<file path="src/rtl/dram_refresh_scheduler.sv">
// CAS-before-RAS refresh scheduler for the FastRAM array: accrues refresh debt from an
// interval counter and issues refresh bursts only in Zorro II bus-idle windows.
module dram_refresh_scheduler #(
   parameter int unsigned REFRESH_INTERVAL = 109,
   parameter int unsigned MAX_PENDING      = 8,
   parameter int unsigned CAS_CYCLES       = 1,
   parameter int unsigned RAS_CYCLES       = 2,
   parameter int unsigned PRE_CYCLES       = 2
) (
   input  logic       CLK,
   input  logic       RESET,
   input  logic       ASn,
   input  logic       access_active,
   output logic       ref_cas,
   output logic       ref_ras,
   output logic       ref_busy,
   output logic       hold_off,
   output logic [3:0] pending,
   output logic       overflow
);

   localparam int unsigned IntW  = (REFRESH_INTERVAL > 1) ? $clog2(REFRESH_INTERVAL) : 1;
   localparam int unsigned MaxCr = (CAS_CYCLES > RAS_CYCLES) ? CAS_CYCLES : RAS_CYCLES;
   localparam int unsigned MaxPh = (MaxCr > PRE_CYCLES) ? MaxCr : PRE_CYCLES;
   localparam int unsigned PhW   = (MaxPh > 1) ? $clog2(MaxPh) : 1;

   localparam logic [IntW-1:0] IntReload = IntW'(REFRESH_INTERVAL - 1);
   localparam logic [PhW-1:0]  CasLoad   = PhW'(CAS_CYCLES - 1);
   localparam logic [PhW-1:0]  RasLoad   = PhW'(RAS_CYCLES - 1);
   localparam logic [PhW-1:0]  PreLoad   = PhW'(PRE_CYCLES - 1);
   localparam logic [3:0]      MaxPend   = 4'(MAX_PENDING);

   typedef enum logic [1:0] {StIdle, StCas, StRas, StPre} state_e;

   state_e          state_q, state_d;
   logic [IntW-1:0] int_q, int_d;
   logic [PhW-1:0]  ph_q, ph_d;
   logic [3:0]      pend_q, pend_d;
   logic            ovf_q, ovf_d;
   logic            cas_q, cas_d, ras_q, ras_d, busy_q, busy_d, hold_q, hold_d;
   logic            tick, start;

   assign tick  = (int_q == '0);
   assign int_d = tick ? IntReload : int_q - IntW'(1);
   assign start = (state_q == StIdle) && (pend_q != '0) && ASn && !access_active;

   // A tick coinciding with a refresh start cancels out; a tick at saturation is lost.
   always_comb begin
      pend_d = pend_q;
      ovf_d  = ovf_q;
      if (tick && (pend_q == MaxPend)) ovf_d = 1'b1;
      if (tick && !start && (pend_q != MaxPend)) begin
         pend_d = pend_q + 4'd1;
      end else if (start && !tick) begin
         pend_d = pend_q - 4'd1;
      end
   end

   always_comb begin
      state_d = state_q;
      ph_d    = ph_q;
      unique case (state_q)
         StIdle: begin
            if (start) begin
               state_d = StCas;
               ph_d    = CasLoad;
            end
         end
         StCas: begin
            if (ph_q == '0) begin
               state_d = StRas;
               ph_d    = RasLoad;
            end else begin
               ph_d = ph_q - PhW'(1);
            end
         end
         StRas: begin
            if (ph_q == '0) begin
               state_d = StPre;
               ph_d    = PreLoad;
            end else begin
               ph_d = ph_q - PhW'(1);
            end
         end
         StPre: begin
            if (ph_q == '0) begin
               state_d = StIdle;
               ph_d    = '0;
            end else begin
               ph_d = ph_q - PhW'(1);
            end
         end
         default: begin
            state_d = StIdle;
            ph_d    = '0;
         end
      endcase
   end

   // Outputs are decoded from the next state so they leave the block as flop outputs.
   always_comb begin
      cas_d  = (state_d == StCas) || (state_d == StRas);
      ras_d  = (state_d == StRas);
      busy_d = (state_d != StIdle);
      hold_d = busy_d || ((pend_d == MaxPend) && !access_active);
   end

   always_ff @(posedge CLK or posedge RESET) begin
      if (RESET) begin
         state_q <= StIdle;
         int_q   <= IntReload;
         ph_q    <= '0;
         pend_q  <= '0;
         ovf_q   <= 1'b0;
         cas_q   <= 1'b0;
         ras_q   <= 1'b0;
         busy_q  <= 1'b0;
         hold_q  <= 1'b0;
      end else begin
         state_q <= state_d;
         int_q   <= int_d;
         ph_q    <= ph_d;
         pend_q  <= pend_d;
         ovf_q   <= ovf_d;
         cas_q   <= cas_d;
         ras_q   <= ras_d;
         busy_q  <= busy_d;
         hold_q  <= hold_d;
      end
   end

   assign ref_cas  = cas_q;
   assign ref_ras  = ras_q;
   assign ref_busy = busy_q;
   assign hold_off = hold_q;
   assign pending  = pend_q;
   assign overflow = ovf_q;

endmodule

</file>
<file path="config.mk">
export PLATFORM = sky130hd
export DESIGN_NAME = dram_refresh_scheduler
export DESIGN_NICKNAME = d
export VERILOG_FILES = /design/src/rtl/dram_refresh_scheduler.sv
export SDC_FILE = /design/constraint.sdc
export NUM_CORES = 1
export LEC_CHECK = 0
export ABC_AREA = 1
export CAP_MARGIN = 20
export CORE_MARGIN = 5
export CORE_UTILIZATION = 59
export DETAILED_ROUTE_END_ITERATION = 8
export GPL_ROUTABILITY_DRIVEN = 0
export PLACE_DENSITY = 0.95
export SLEW_MARGIN = 40
export SYNTH_ARGS = -nofsm -noshare
export SYNTH_HDL_FRONTEND = slang
export SYNTH_SLANG_ARGS = --single-unit
</file>
<file path="constraint.sdc">
create_clock -name CLK -period 2.7 [get_ports CLK]
set_input_delay 0.675 -clock CLK [delete_from_list [all_inputs] [get_ports CLK]]
set_output_delay 0.675 -clock CLK [all_outputs]
set_load 0.03 [all_outputs]
</file>
==> key figures <==
Run status
  – Status: finished clean

Synthesis
  – Post-synth EDFFs: 0
  – Synthesized area: 1200 µm²
  – Syn avg cell area: 8.73 µm²
  – Area contributors post-synth: dfrtp_1 (31%), ha_1 (10%), nand2_1 (9.4%), dfstp_2 (8.8%), inv_1 (5.3%)
  – Synthesized instance count: 137
  – Yosys warns: 0
  – Sequential share of the synthesized area: 0.402
  – Post-Syn Nets: 151
  – Ys async rst share: 1.00
  – Most used DFF post-synth: dfrtp_1
  – Flops & latches, synth: 19
  – Post-synth top area share: 0.314
  – Netlist cell types: 26
  – Post-synth top area cell: dfrtp_1

Clock tree
  – Post-CTS Setup Repair Bufs: 0
  – CTS sink cnt: 19
  – Root Driver: clkbuf_4
  – Total number of H-tree levels: 1
  – CTS Hold Bufs: 0
  – Clk_lat worst skew: 0.29 ns
  – CTS tree: built
  – CTS max path bufs: 2
  – Post-CTS resize count: 0
  – Clock-pin slew on the worst setup and hold paths: 0.10 ns
  – CTS buffer count: 3

Placement
  – Port buffer count: 12
  – Placed cell area: 1340 µm²
  – DP HPWL: 1800 µm

Pwr
  – Pwr Density: 936 nW/µm²
  – Max IR drop VDD: 0.000676 V
  – Leakage: 0.738 nW

Drt
  – Aggregate routed wire length: 2220 µm
  – Wire length per cell: 12.4 µm
  – Initial DRC count: 17
  – Vias per cell: 5.13
  – Final antenna-violating net count: 0
  – DRC Markers: 0
  – Total number of vias: 918
  – First-pass iteration count of the detailed router: 4

Floorplanning
  – Die Span X: 55.0 µm
  – Die H: 55.0 µm
  – Cell Rows: 16
  – Die area: 3030 µm²
  – # IOs: 13
  – Initial Util: 0.616
  – Std-Cell Core Area: 1940 µm²

Setup path
  – Reg2reg end: ref_cas
  – CP Max Fanout: 7
  – Critical path cell sequence: clkdlybuf4s50_1
  – Reg-to-reg setup timing slack: 0.82 ns
  – Top Family by Delay on Critical Path: buffers and inverters
  – Worst endpoint required time: 2.03 ns
  – Reg2reg start: pending[0]
  – Crit path buf inv count: 1
  – Crit-path slowest cell: clkdlybuf4s50_1
  – Critical path launch point type: register
  – Max stage delay on crit path: 0.74 ns
  – WP data arrival: 1.58 ns
  – Crit path capture type: primary output
  – R2R depth: 8
  – Critical path type: reg -> out

Timing
  – Slew Limit Fails: 0
  – Hold Vio Cnt, Final: 0
  – RSZ-0062 raised after global routing: no
  – Setup violators final: 0
  – Hold_ws: 0.448 ns
  – Fin crit period: 2.26 ns
  – Fmax: 0.443 GHz
  – Period utilization: 0.836
  – Setup TNS: 0 ns
  – Slew @ Worst Pin: 0.681 ns
  – Worst Skew: 0.000923 ns
  – Max_slew headroom: 0.546

Layout
  – Final nets: 167
  – Diode count: 0
  – Layout area overhead: 14.2%
  – Most common cell after layout, fill and taps aside: nand2_1
  – # fillers: 140
  – Commonest cells after routing, fill and taps aside: nand2_1 (30), inv_1 (17), dfrtp_1 (15), clkdlybuf4s50_1 (12), ha_1 (10)
  – Final instance area: 1370 µm²
  – Layout cell share with drive strength beyond 1: 0.217

Global route
  – Initial antenna violation count: 0
  – GRT overflow: 0
  – Vias in the first global route: 885
  – First-pass GRT wire length: 3650 µm
  – Largest net degree at the start of global routing: 20
  – All-Layer GR Usage: 0.171

Flow run
  – Max_cap viols: 0

Hold path
  – Min-delay src: int_q[0]
  – Min-Delay Endpoint: int_q[0]
  – Hold depth: 1
  – HP Class: reg -> reg
[worst max-delay path by stage]
stage | endpoint | slack, ns | start | cells past startpoint
2_1_floorplan | ref_cas | 0.89 | pending[0] | 8
6_report | pending[2] | 0.44 | pending[2] | 1
3_5_place_dp | ref_cas | 0.50 | access_active | 9
3_3_place_gp | ref_cas | 0.60 | access_active | 8
5_1_grt | pending[2] | 0.37 | pending[2] | 1
4_1_cts | pending[2] | 0.43 | pending[2] | 1
[power breakdown]
part | switching [W] | internal, W
Clock | 0.0000839 | 0.0000551
Combinational | 0.000430 | 0.000267
Sequential | 0.0000771 | 0.000365
[cells in the mapped netlist (all sizes together), types with 2 or more instances]
cell type / number
a21oi: 4
dfrtp: 15
dfstp: 4
ha: 10
inv: 23
nand2: 37
nand3: 12
nor2: 17
o21ai: 3
o21bai: 2
xor2: 4
[routing by layer]
layer | vias to the layer above | wire [µm] | track usage
met2 | 20 | 1200 | 0.307
met5 | - | 0 | 0
met1 | 433 | 898 | 0.191
li1 | 457 | - | -
met4 | 0 | 56 | 0.0931
met3 | 8 | 62 | 0.0268
[cells by family (layout without fill, tap and decap cells)]
| logic type | after synthesis | count (layout) | share of synthesized area |
|---|---|---|---|
| AND/OR/NAND/NOR | 68 | 68 | 0.320 |
| XOR/XNOR | 4 | 4 | 0.0293 |
| flip-flops | 19 | 19 | 0.402 |
| adder cells (fa/ha/maj) | 10 | 10 | 0.105 |
| AO/OA/AOI/OAI | 12 | 12 | 0.0607 |
| buffers and inverters | 24 | 39 | 0.0837 |
[area by class of cell]
cell class | count | area, µm² | area share
Timing Repair Buffer | 12 | 120 | 0.0879
Inverter | 23 | 88.8 | 0.0650
Multi-Input combinational cell | 94 | 616 | 0.451
Sequential cell | 19 | 480 | 0.352
Clock buffer | 3 | 22.5 | 0.0165
Tap cell | 27 | 33.8 | 0.0247
Clock inverter | 1 | 5.00 | 0.00366
[worst register-to-register path: stages, from the launching register on]
cell	delay [ns]
dfrtp_1	0.44
inv_1	0.14
ha_1	0.32
nand3_2	0.13
nand2_4	0.11
a21oi_1	0.07
a21oi_1	0.23
inv_1	0.08
ha_1	0.27
[stage by stage]
stage,std cells,power [W],util,setup slack (ns)
2_1_floorplan,137,0.000935,-,0.894
3_3_place_gp,175,0.00110,0.689,0.599
3_5_place_dp,175,0.00115,0.689,0.502
4_1_cts,179,0.00129,0.704,0.434
5_1_grt,179,0.00139,0.704,0.369
6_report,179,0.00128,0.704,0.442
[registers in the layout, indices dropped and copies added, names as in the netlist]
signal / count
ph_q: 1
ref_ras: 1
ref_busy: 1
state_q: 2
pending: 4
overflow: 1
hold_off: 1
ref_cas: 1
int_q: 7
No activity file was read; power rests on OpenSTA's default activity.
